$ cat src/rtl/safe_access_arbiter.sv
`default_nettype none
// ============================================================================
// Module   : safe_access_arbiter
// Purpose  : Round-robin arbiter sharing one safe lock between N_REQ
//            requesters, with bounded unlock window and failure lockout.
//            Optional macro SAFE_ARB_STATS_EN builds attempt/unlock counters.
// Revision : 1.0 - initial release
// ============================================================================
module safe_access_arbiter #(
  parameter int N_REQ          = 2,
  parameter int RESP_WAIT      = 4,
  parameter int MAX_FAILS      = 3,
  parameter int LOCKOUT_CYCLES = 16,
  localparam int IDW           = (N_REQ > 1) ? $clog2(N_REQ) : 1
) (
  input  logic                 clk,
  input  logic                 reset,
  input  logic [N_REQ-1:0]     req_valid,
  input  logic [32*N_REQ-1:0]  req_code,
  output logic [N_REQ-1:0]     req_ready,
  output logic                 resp_valid,
  output logic [IDW-1:0]       resp_id,
  output logic                 resp_ok,
  output logic                 locked_out,
  output logic                 safe_rst,
  output logic [7:0]           safe_din,
  output logic                 safe_din_valid,
  input  logic                 safe_unlocked,
  output logic [15:0]          stat_attempts,
  output logic [15:0]          stat_unlocks
);

  typedef enum logic [2:0] {
    S_IDLE    = 3'd0,
    S_CLEAR   = 3'd1,
    S_SEND    = 3'd2,
    S_WAIT    = 3'd3,
    S_RESP    = 3'd4,
    S_LOCKOUT = 3'd5
  } state_e;

  state_e         state_q, state_d;
  logic [IDW-1:0] rr_q, rr_d;
  logic [IDW-1:0] id_q, id_d;
  logic [31:0]    code_q, code_d;
  logic [3:0]     fails_q, fails_d;
  logic [1:0]     byte_q, byte_d;
  logic [3:0]     wait_q, wait_d;
  logic [7:0]     lock_q, lock_d;
  logic           ok_q, ok_d;
  logic [7:0]     din_q, din_d;

  logic           win_found;
  logic [IDW-1:0] win_id;
  logic [IDW-1:0] cand;
  logic [7:0]     cur_byte;

  // Winner is the first pending requester at or above rr_q, wrapping around.
  always_comb begin
    win_found = 1'b0;
    win_id    = '0;
    cand      = '0;
    for (int i = 0; i < N_REQ; i++) begin
      cand = IDW'((int'(rr_q) + i) % N_REQ);
      if (!win_found && req_valid[cand]) begin
        win_found = 1'b1;
        win_id    = cand;
      end
    end
  end

  always_comb begin
    case (byte_q)
      2'd0:    cur_byte = code_q[31:24];
      2'd1:    cur_byte = code_q[23:16];
      2'd2:    cur_byte = code_q[15:8];
      default: cur_byte = code_q[7:0];
    endcase
  end

  always_comb begin
    state_d        = state_q;
    rr_d           = rr_q;
    id_d           = id_q;
    code_d         = code_q;
    fails_d        = fails_q;
    byte_d         = byte_q;
    wait_d         = wait_q;
    lock_d         = lock_q;
    ok_d           = ok_q;
    din_d          = din_q;
    req_ready      = '0;
    resp_valid     = 1'b0;
    resp_id        = '0;
    resp_ok        = 1'b0;
    locked_out     = 1'b0;
    safe_rst       = 1'b0;
    safe_din_valid = 1'b0;
    safe_din       = din_q;

    case (state_q)
      S_IDLE: begin
        if (win_found) begin
          for (int g = 0; g < N_REQ; g++) begin
            req_ready[g] = (win_id == IDW'(g));
          end
          code_d  = req_code[32*int'(win_id) +: 32];
          id_d    = win_id;
          rr_d    = IDW'((int'(win_id) + 1) % N_REQ);
          state_d = S_CLEAR;
        end
      end
      S_CLEAR: begin
        safe_rst = 1'b1;
        byte_d   = 2'd0;
        ok_d     = 1'b0;
        state_d  = S_SEND;
      end
      S_SEND: begin
        safe_din_valid = 1'b1;
        safe_din       = cur_byte;
        din_d          = cur_byte;
        byte_d         = byte_q + 2'd1;
        if (byte_q == 2'd3) begin
          wait_d  = 4'd0;
          state_d = S_WAIT;
        end
      end
      S_WAIT: begin
        if (safe_unlocked) begin
          ok_d    = 1'b1;
          state_d = S_RESP;
        end else if (wait_q == 4'(RESP_WAIT - 1)) begin
          ok_d    = 1'b0;
          state_d = S_RESP;
        end else begin
          wait_d = wait_q + 4'd1;
        end
      end
      S_RESP: begin
        resp_valid = 1'b1;
        resp_id    = id_q;
        resp_ok    = ok_q;
        state_d    = S_IDLE;
        if (ok_q) begin
          fails_d = 4'd0;
        end else if (({1'b0, fails_q} + 5'd1) == 5'(MAX_FAILS)) begin
          fails_d = 4'd0;
          lock_d  = 8'(LOCKOUT_CYCLES - 1);
          state_d = S_LOCKOUT;
        end else begin
          fails_d = fails_q + 4'd1;
        end
      end
      S_LOCKOUT: begin
        locked_out = 1'b1;
        if (lock_q == 8'd0) begin
          state_d = S_IDLE;
        end else begin
          lock_d = lock_q - 8'd1;
        end
      end
      default: state_d = S_IDLE;
    endcase

    // Grants are combinational from req_valid, so mask them while reset is held.
    if (reset) begin
      req_ready = '0;
    end
  end

  always_ff @(posedge clk or posedge reset) begin
    if (reset) begin
      state_q <= S_IDLE;
      rr_q    <= '0;
      id_q    <= '0;
      code_q  <= '0;
      fails_q <= '0;
      byte_q  <= '0;
      wait_q  <= '0;
      lock_q  <= '0;
      ok_q    <= 1'b0;
      din_q   <= '0;
    end else begin
      state_q <= state_d;
      rr_q    <= rr_d;
      id_q    <= id_d;
      code_q  <= code_d;
      fails_q <= fails_d;
      byte_q  <= byte_d;
      wait_q  <= wait_d;
      lock_q  <= lock_d;
      ok_q    <= ok_d;
      din_q   <= din_d;
    end
  end

`ifdef SAFE_ARB_STATS_EN
  logic [15:0] att_q, att_d;
  logic [15:0] unl_q, unl_d;

  always_comb begin
    att_d = att_q;
    unl_d = unl_q;
    if (resp_valid && (att_q != 16'hFFFF)) begin
      att_d = att_q + 16'd1;
    end
    if (resp_valid && resp_ok && (unl_q != 16'hFFFF)) begin
      unl_d = unl_q + 16'd1;
    end
  end

  always_ff @(posedge clk or posedge reset) begin
    if (reset) begin
      att_q <= '0;
      unl_q <= '0;
    end else begin
      att_q <= att_d;
      unl_q <= unl_d;
    end
  end

  assign stat_attempts = att_q;
  assign stat_unlocks  = unl_q;
`else
  assign stat_attempts = 16'd0;
  assign stat_unlocks  = 16'd0;
`endif

endmodule
`default_nettype wire

$ cat config.mk
export PLATFORM = sky130hd
export DESIGN_NAME = safe_access_arbiter
export DESIGN_NICKNAME = d
export VERILOG_FILES = /design/src/rtl/safe_access_arbiter.sv
export SDC_FILE = /design/constraint.sdc
export NUM_CORES = 1
export LEC_CHECK = 0
export BUFFER_PORTS_ARGS = -buffer_cell sky130_fd_sc_hd__buf_2
export CAP_MARGIN = 20
export CORE_ASPECT_RATIO = 2
export CORE_MARGIN = 3
export CORE_UTILIZATION = 40
export CTS_CLUSTER_SIZE = 14
export DETAILED_ROUTE_END_ITERATION = 7
export MAX_ROUTING_LAYER = met4
export PLACE_DENSITY = 0.71
export SETUP_SLACK_MARGIN = 0.5
export SYNTH_ARGS = -nofsm -noshare
export SYNTH_HDL_FRONTEND = slang
export SYNTH_SLANG_ARGS = --single-unit
$ cat constraint.sdc
create_clock -name clk -period 7.6 [get_ports clk]
set_clock_uncertainty 0.2 [all_clocks]
set_input_delay 1.14 -clock clk [delete_from_list [all_inputs] [get_ports clk]]
set_output_delay 1.14 -clock clk [all_outputs]
set_load 0.005 [all_outputs]
==> impl_metrics.ini, run 1 <==
[place]
dp_hpwl_um = 6370
dp.cells = 548
routabilityCongestion = 0.876
portBuffers = 84

[layout]
area_growth_pct = 17.7
nets = 537
layout_common_cells = buf_2, dfrtp_1, nand2_1
layout_commonest_cell = buf_2
fin_cells = 564
drive_gt1_share_pct = 24.1
diodes = 0

[detailed_routing]
drc = 0
via_count = 2881
drt_iter0_markers = 112
first_pass_iters = 4
vias_per_cell = 5.11
wl_per_cell_um = 14.6
drt-total-wl_um = 8260
antenna_left = 0

[clock_network]
clk_latency_ps = 330
path_clk_slew_ps = 50
cts_resized = 0
clock-sinks = 64
ctsRootBufferMaster = clkbuf_16
htreeDepth = 3
cts.hold.buffers_added = 0
cts_buffers = 9
cts_setup_buffers = 0
cts_tree = done
clk_path_buf_depth = 2

[yosys]
synthArstFlopShare_pct = 100
ys.flop_type = dfrtp_1
yosys_warnings = 0
ys_ff_latch = 64
synth_area_per_cell_um2 = 9.45
synth_cell_types = 54
syn_area_um2 = 3610
synth-edff-count = 0
ys_seq_area_share_pct = 44.4
syn-instance-count = 382

[worst_setup_path]
critPathKind = in -> out
crit_required_ps = 6260
arrival_ps = 2280
critPathMaxFanout = 65
cp-start-kind = primary input
end_kind = output pin

[die]
core_area_um2 = 8710
die_h_um = 140
die_w_um = 73.2
placement_rows = 48
start_util_pct = 41.5
top_level_ports = 117
die_area_um2 = 10300

[run_status]
outcome = complete, no violations

[timing]
slew_violations = 0
max_freq_mhz = 276
hold_viol = 0
grt_setup_unrepaired = no
period_needed_ps = 3620
slew_headroom_pct = 47.5
tightest_slew_ps = 788
setup_viol = 0
final.period_utilization_pct = 47.7
setup_tns_ps = 0

[hold_path]
hold_path_class = reg -> reg

[grt]
overflow = 0
grt_start_max_net_pins = 66
antenna_found_initial = 0
grt_pass1_vias = 2935
track_usage_pct = 18.1
grt_pass1_wl_um = 13900

[pwr]
peakVddDrop_mv = 0.209
power_density_nw_per_um2 = 386
power.leakage_uw = 0.00215

[flow_run]
drv_cap = 0
logic make-up after synthesis:
logic type	synth area share [%]
AOI/OAI and AO/OA	19.3
xor gates and xnor gates	0.243
adders and majority gates	3.12
buffers and inverters	11.1
DFF	44.4
muxes	5.86
other	0.104
and+or+nand+nor	16.0
cell usage after synthesis, drive strengths merged (2+ instances only):
cell type / count / area share [%]
a211oi: 2 / 0.42
a21o: 3 / 0.62
a21oi: 30 / 4.2
a222oi: 8 / 2.2
buf: 41 / 8.5
clkbuf: 11 / 1.1
dfrtp: 64 / 44
ha: 9 / 3.1
inv: 14 / 1.5
mux2i: 20 / 5.5
nand2: 39 / 4.1
nand2b: 3 / 0.52
nand3: 8 / 1.1
nand4: 2 / 0.35
nor2: 35 / 3.8
nor2b: 3 / 0.52
nor3: 6 / 1.1
nor3b: 2 / 0.42
nor4: 2 / 1.2
o21a: 2 / 0.42
o21ai: 36 / 5.1
o2bb2ai: 14 / 3.4
or3: 4 / 0.69
or3b: 2 / 0.49
per-layer routing:
layer	global-route usage, %	wire, um	vias to the layer above
met4	8.85	235	0
li1	-	-	1444
met1	19.0	3100	1326
met5	-	0	-
met2	30.5	4540	96
met3	4.45	385	15
where the power goes:
| group | internal, uW | switching, uW | leakage (uW) |
|---|---|---|---|
| clock | 245 | 139 | 0.000145 |
| combinational | 264 | 381 | 0.00122 |
| sequential | 491 | 120 | 0.000786 |
sequential cells by signal, summed over array words and instances (netlist names):
| register | cells |
|---|---|
| fails_q | 4 |
| din_q | 8 |
| ok_q | 1 |
| lock_q | 8 |
| rr_q | 1 |
| byte_q | 2 |
| state_q | 3 |
| code_q | 32 |
| wait_q | 4 |
| id_q | 1 |
layout make-up:
| cell class | instances | area [um^2] |
|---|---|---|
| inverter | 14 | 52.6 |
| timing repair buffer | 87 | 443 |
| clock buffer | 13 | 270 |
| fill | 827 | 4460 |
| multi-input combinational | 283 | 1740 |
| sequential | 64 | 1600 |
| clock inverter | 3 | 15.0 |
| tap | 100 | 125 |
through the flow:
stage | utilization, % | instance area [um^2] | hold slack [ps] | setup WS, ps | power (uW)
after global routing | 48.8 | 4250 | 320 | 3790 | 1790
after global placement | 45.5 | 3970 | 260 | 3930 | 1240
after CTS | 48.8 | 4250 | 284 | 3920 | 1660
final | 48.8 | 4250 | 282 | 3980 | 1640
after floorplan | - | 3730 | 241 | 3430 | 1080
after detailed placement | 45.5 | 3970 | 273 | 3930 | 1270
worst max-delay path, cell delays in order:
cell    delay, ps
buf_2         110
inv_2          30
buf_4         620
and3_1        260
buf_2         110
final timing paths:
kind,startpoint,cells after the start,slack (ps),to
min reg2reg,code_q[19],2,280,code_q[19]
max in group asynchronous,reset,3,5840,code_q[30]
min in group asynchronous,reset,3,850,byte_q[1]
max,reset,5,3980,req_ready[0]
max reg2reg,lock_q[0],6,5340,lock_q[2]
min,code_q[19],2,280,code_q[19]
No activity file was read; power rests on OpenSTA's default activity.
==> run 2: changes to the inputs <==
--- a/config.mk
+++ b/config.mk
@@ -13,7 +13,7 @@
 export CTS_CLUSTER_SIZE = 14
 export DETAILED_ROUTE_END_ITERATION = 7
 export MAX_ROUTING_LAYER = met4
-export PLACE_DENSITY = 0.71
+export PLACE_DENSITY = 0.74
 export SETUP_SLACK_MARGIN = 0.5
 export SYNTH_ARGS = -nofsm -noshare
 export SYNTH_HDL_FRONTEND = slang
==> constraint.sdc (replaced) <==
create_clock -name clk -period 3 [get_ports clk]
set_clock_uncertainty 0.2 [all_clocks]
set_input_delay 0.45 -clock clk [delete_from_list [all_inputs] [get_ports clk]]
set_output_delay 0.45 -clock clk [all_outputs]
set_load 0.005 [all_outputs]
==> run 2 against run 1 <==
Effect of this change: sequential share of layout area fell by 1.1 points; cell area rose by 3.0%; worst hold slack got worse by 160 ps; critical path depth rose by 1; non-clock buffer count rose by 6; flip-flop and latch count did not move; register-to-register slack got worse by 4500 ps; count of clock-buffer cells in the layout rose by 1; core utilization rose by 1.5 points; power rose to 2.7 times the previous value; via count rose by 3.7%; critical endpoint is now safe_din[6]; largest cell class unchanged; largest power group unchanged.
==> impl_metrics.ini, run 2 (same netlist as run 1, synthesis figures left out) <==
[layout]
layout_common_cells = buf_2, dfrtp_1, nand2_1
regMostFlops = code_q
largest_reg_flops = 32
fin_util_pct = 50.3
top_regs = code_q: 32 flops, din_q: 8 flops, lock_q: 8 flops
nets = 543
diodes = 0
layout_commonest_cell = buf_2
n_fill_cell = 789
drive_gt1_share_pct = 27.7
area_growth_pct = 21.3

[clock_network]
cts_buffers = 9
path_clk_slew_ps = 50
htreeDepth = 3
clock-sinks = 64
clk_path_buf_depth = 2
cts_tree = done
clk_latency_ps = 330
ctsRootBufferMaster = clkbuf_16

[detailed_routing]
drt_iter0_markers = 171
vias_per_cell = 5.24
drc = 0
first_pass_iters = 5
antenna_left = 0
wl_per_cell_um = 14.8
drt-total-wl_um = 8450
via_count = 2988

[hold_path]
worstHoldStart = req_code[35]
hold_path_class = in -> reg
worstHoldEndpoint = code_q[3]
hold-path-cell-count = 2

[die]
placement_rows = 48
die_w_um = 73.2
die_area_um2 = 10300
die_h_um = 140
start_util_pct = 41.5
top_level_ports = 117
core_area_um2 = 8710

[worst_setup_path]
r2r_end = code_q[7]
critPathKind = reg -> out
cp-start-kind = register
regToRegSetupSlack_ps = 860
rr_worst_depth = 5
crit_required_ps = 2350
arrival_ps = 1790
critPathMaxFanout = 8
end_kind = output pin
r2r_start = state_q[0]

[flow_run]
drv_cap = 0

[grt]
top_usage_layer = met2
grt_start_max_net_pins = 65
grt_pass1_wl_um = 13800
grt_use_met2_pct = 29.8
overflow = 0
grt_use_met3_pct = 2.87
track_usage_pct = 17.7
grt_pass1_vias = 3004
grtUsageMet1_pct = 19.5
antenna_found_initial = 0

[timing]
slew_headroom_pct = 47.5
grt_setup_unrepaired = yes
slew_violations = 0
setup_viol = 0
final.period_utilization_pct = 81.5
tightest_slew_ps = 788
max_freq_mhz = 409
setup_tns_ps = 0
period_needed_ps = 2440
hold_viol = 0

[place]
routabilityCongestion = 0.903
portBuffers = 84
dp_hpwl_um = 6380

[pwr]
power_density_nw_per_um2 = 1000
peakVddDrop_mv = 0.494
power.leakage_uw = 0.00219

[run_status]
outcome = complete, no violations
## run 2: cell count changes in the layout (fill, tap and decap cells not counted), sizes merged
cell | before | now
clkbuf | 13 | 14
clkinv | 3 | 2
buf | 87 | 93
inv | 14 | 13
clkinvlp | 0 | 1
## run 2: worst max-delay path by stage
stage                     cells past startpoint      endpoint  slack, ps       start
after floorplan                               2  req_ready[0]        620       reset
after global placement                        4   safe_din[7]        720  state_q[2]
after detailed placement                      7   safe_din[6]        690   byte_q[1]
after CTS                                     4   safe_din[7]        450  state_q[1]
after global routing                          6   safe_din[3]        480   byte_q[0]
final                                         6   safe_din[6]        560   byte_q[0]
## run 2: timing repair
action	4_1_cts	5_1_grt
pin swaps	1	8
gates resized for setup	11	12
hold buffers	0	0
setup endpoints to repair	10	9
setup buffers	2	1
## run 2: power by group
group | total, uW | internal, uW | switching [uW]
clock network | 1030 | 668 | 361
registers | 1560 | 1240 | 314
logic | 1800 | 773 | 1030
total | 4390 | 2680 | 1700
## run 2: stage by stage
| stage | hold WS [ps] | cell area, um^2 | cells | worst slack (ps) | power [uW] |
|---|---|---|---|---|---|
| floorplan | 241 | 3730 | 413 | 616 | 2730 |
| global placement | 261 | 3990 | 551 | 724 | 3150 |
| detailed placement | 273 | 3990 | 551 | 686 | 3230 |
| CTS | 122 | 4360 | 569 | 454 | 4350 |
| global route | 129 | 4380 | 570 | 476 | 4730 |
| finish | 125 | 4380 | 570 | 556 | 4390 |
## run 2: routing by layer
metal | vias up | wire length [um]
met1 | 1422 | 3150
met5 | - | 0
met2 | 97 | 4710
li1 | 1456 | -
met3 | 13 | 425
met4 | 0 | 161
## run 2: cell type report
type / count / area [um^2] / area share [%]
clock buffers: 14 / 294 / 6.71
clock inverters: 2 / 10.0 / 0.229
inverters: 14 / 58.8 / 1.34
multi-input cells: 283 / 1800 / 41.1
flip-flops and latches: 64 / 1600 / 36.6
well taps: 100 / 125 / 2.86
repair buffers: 93 / 488 / 11.1
## run 2: worst max-delay path, stage by stage, from the launching register on
cell and delay (ps):
dfrtp_2 450, ha_4 210, a222oi_1 330, nor2_1 70, a21oi_1 120, o21ai_0 130
buf_2 160
==> run 3: changes to the inputs <==
--- a/config.mk
+++ b/config.mk
@@ -13,7 +13,7 @@
 export CTS_CLUSTER_SIZE = 14
 export DETAILED_ROUTE_END_ITERATION = 7
 export MAX_ROUTING_LAYER = met4
-export PLACE_DENSITY = 0.74
+export PLACE_DENSITY = 0.71
 export SETUP_SLACK_MARGIN = 0.5
 export SYNTH_ARGS = -nofsm -noshare
 export SYNTH_HDL_FRONTEND = slang
==> constraint.sdc (replaced) <==
create_clock -name clk -period 2.5 [get_ports clk]
set_clock_uncertainty 0.2 [all_clocks]
set_input_delay 0.375 -clock clk [delete_from_list [all_inputs] [get_ports clk]]
set_output_delay 0.375 -clock clk [all_outputs]
set_load 0.005 [all_outputs]
==> run 3 against run 2 <==
Effect of this change: setup slack worse by 450 ps; sequential power increased by 18%; cell area up 6.9%; first-iteration DRC count shrank 36%; combinational power rose by 48%; critical endpoint is now safe_din[0].
==> impl_metrics.ini, run 3 (same netlist as run 1, synthesis figures left out) <==
[run_status]
outcome = complete, no violations

[worst_setup_path]
regToRegSetupSlack_ps = 550
cp-start-kind = register
end_kind = output pin
cp_num_buf_inv = 2
arrival_ps = 1810
critPathTopFamily = compound AO/OA/AOI/OAI gates
r2r_end = code_q[3]
slowest_delay_ps = 400
critPathKind = reg -> out
r2r_start = state_q[1]
slowest_stage = dfrtp_1
rr_worst_depth = 7
crit_required_ps = 1920
critPathMaxFanout = 8
path_cells = buf_4, ha_4, a222oi_1, nor2_1, a21oi_1, o21ai_1, buf_2

[clock_network]
htreeDepth = 3
path_clk_slew_ps = 50
cts_tree = done
cts_buffers = 9
ctsRootBufferMaster = clkbuf_16
clk_latency_ps = 330
clock-sinks = 64
cts.hold.buffers_added = 0
clk_path_buf_depth = 2

[place]
postPlaceCellArea_um2 = 4020
dp_hpwl_um = 6510
routabilityCongestion = 0.872
portBuffers = 84
dp_slack_ps = 272

[die]
top_level_ports = 117
die_w_um = 73.2
placement_rows = 48
start_util_pct = 41.5
core_area_um2 = 8710
die_area_um2 = 10300
die_h_um = 140

[grt]
overflow = 0
grt_pass1_vias = 3115
antenna_found_initial = 0
grt_pass1_wl_um = 14200
track_usage_pct = 18.4
grt_start_max_net_pins = 65

[layout]
area_growth_pct = 29.6
fin_area_um2 = 4680
layout_commonest_cell = buf_2
regMostFlops = code_q
layout_common_cells = buf_2, dfrtp_1, nand2_1
largest_reg_flops = 32
diodes = 0
drive_gt1_share_pct = 33.9
top_regs = code_q: 32 flops, din_q: 8 flops, lock_q: 8 flops
nets = 568
n_fill_cell = 760
fin_util_pct = 53.8

[hold_path]
hold_path_class = in -> reg
worstHoldEndpoint = code_q[7]
worstHoldStart = req_code[39]
hold-path-cell-count = 2

[timing]
tightest_slew_ps = 802
max_freq_mhz = 418
final.period_utilization_pct = 95.6
setup_ws_ps = 110
period_needed_ps = 2390
grt_setup_unrepaired = yes
slew_violations = 0
setup_viol = 0
slew_headroom_pct = 46.5
hold_viol = 0

[detailed_routing]
drc = 0
drt_iter0_markers = 109
via_count = 3102
drt-total-wl_um = 8900
vias_per_cell = 5.21
first_pass_iters = 5
antenna_left = 0
wl_per_cell_um = 15.0

[pwr]
power.leakage_uw = 0.00233
power_density_nw_per_um2 = 1240
peakVddDrop_mv = 0.537
total_power_uw = 5820

[flow_run]
drv_cap = 0
==> run 3: changes by cell type in the layout (fill, tap and decap cells not counted), moves of 3 or more <==
cell / before / now
inv_2: 1 / 5
buf_6: 0 / 5
clkbuf_1: 0 / 3
buf_4: 9 / 30
a21oi_2: 0 / 3
a21oi_1: 30 / 27
inv_1: 11 / 7
clkbuf_8: 5 / 1
==> run 3: area by class of cell <==
type	count	area (um^2)	area share, %
Multi-Input combinational cell	283	1880	40.2
Sequential cell	64	1600	34.2
Timing Repair Buffer	118	697	14.9
Clock buffer	13	250	5.35
Tap cell	100	125	2.67
Clock inverter	3	65.1	1.39
Inverter	14	60.1	1.28
==> run 3: how the worst max path moves through the flow <==
stage,from,to,cells after the start,slack (ps)
finish,byte_q[1],safe_din[0],7,110
global route,byte_q[1],safe_din[1],7,-9
CTS,byte_q[1],safe_din[4],7,150
detailed placement,byte_q[1],safe_din[4],7,270
global placement,byte_q[1],safe_din[7],7,340
floorplan,reset,req_ready[0],2,270
==> run 3: power breakdown <==
part / leakage, uW / internal (uW) / switching [uW]
combinational: 0.00139 / 1240 / 1420
sequential: 0.000785 / 1490 / 341
clock: 0.000154 / 898 / 420
==> run 3: metrics by stage <==
stage          hold slack, ps  std cells  TNS, ps
2_1_floorplan             241        413        0
3_3_place_gp              258        555        0
3_5_place_dp              271        555        0
4_1_cts                  48.5        584        0
5_1_grt                  55.6        595    -17.8
6_report                 54.9        595        0
==> run 3: routing by layer <==
metal	track usage, %	vias up	share of wire, %
met3	4.45	27	5.2
li1	-	1510	-
met1	19.5	1458	36
met5	-	-	0
met2	29.9	107	54
met4	11.4	0	4.4
==> run 3: repair_timing <==
item                                    CTS  global route
pin swaps                                13            11
buffers inserted                         13            11
gates resized for setup                  30            19
endpoints found under the setup margin   20            26
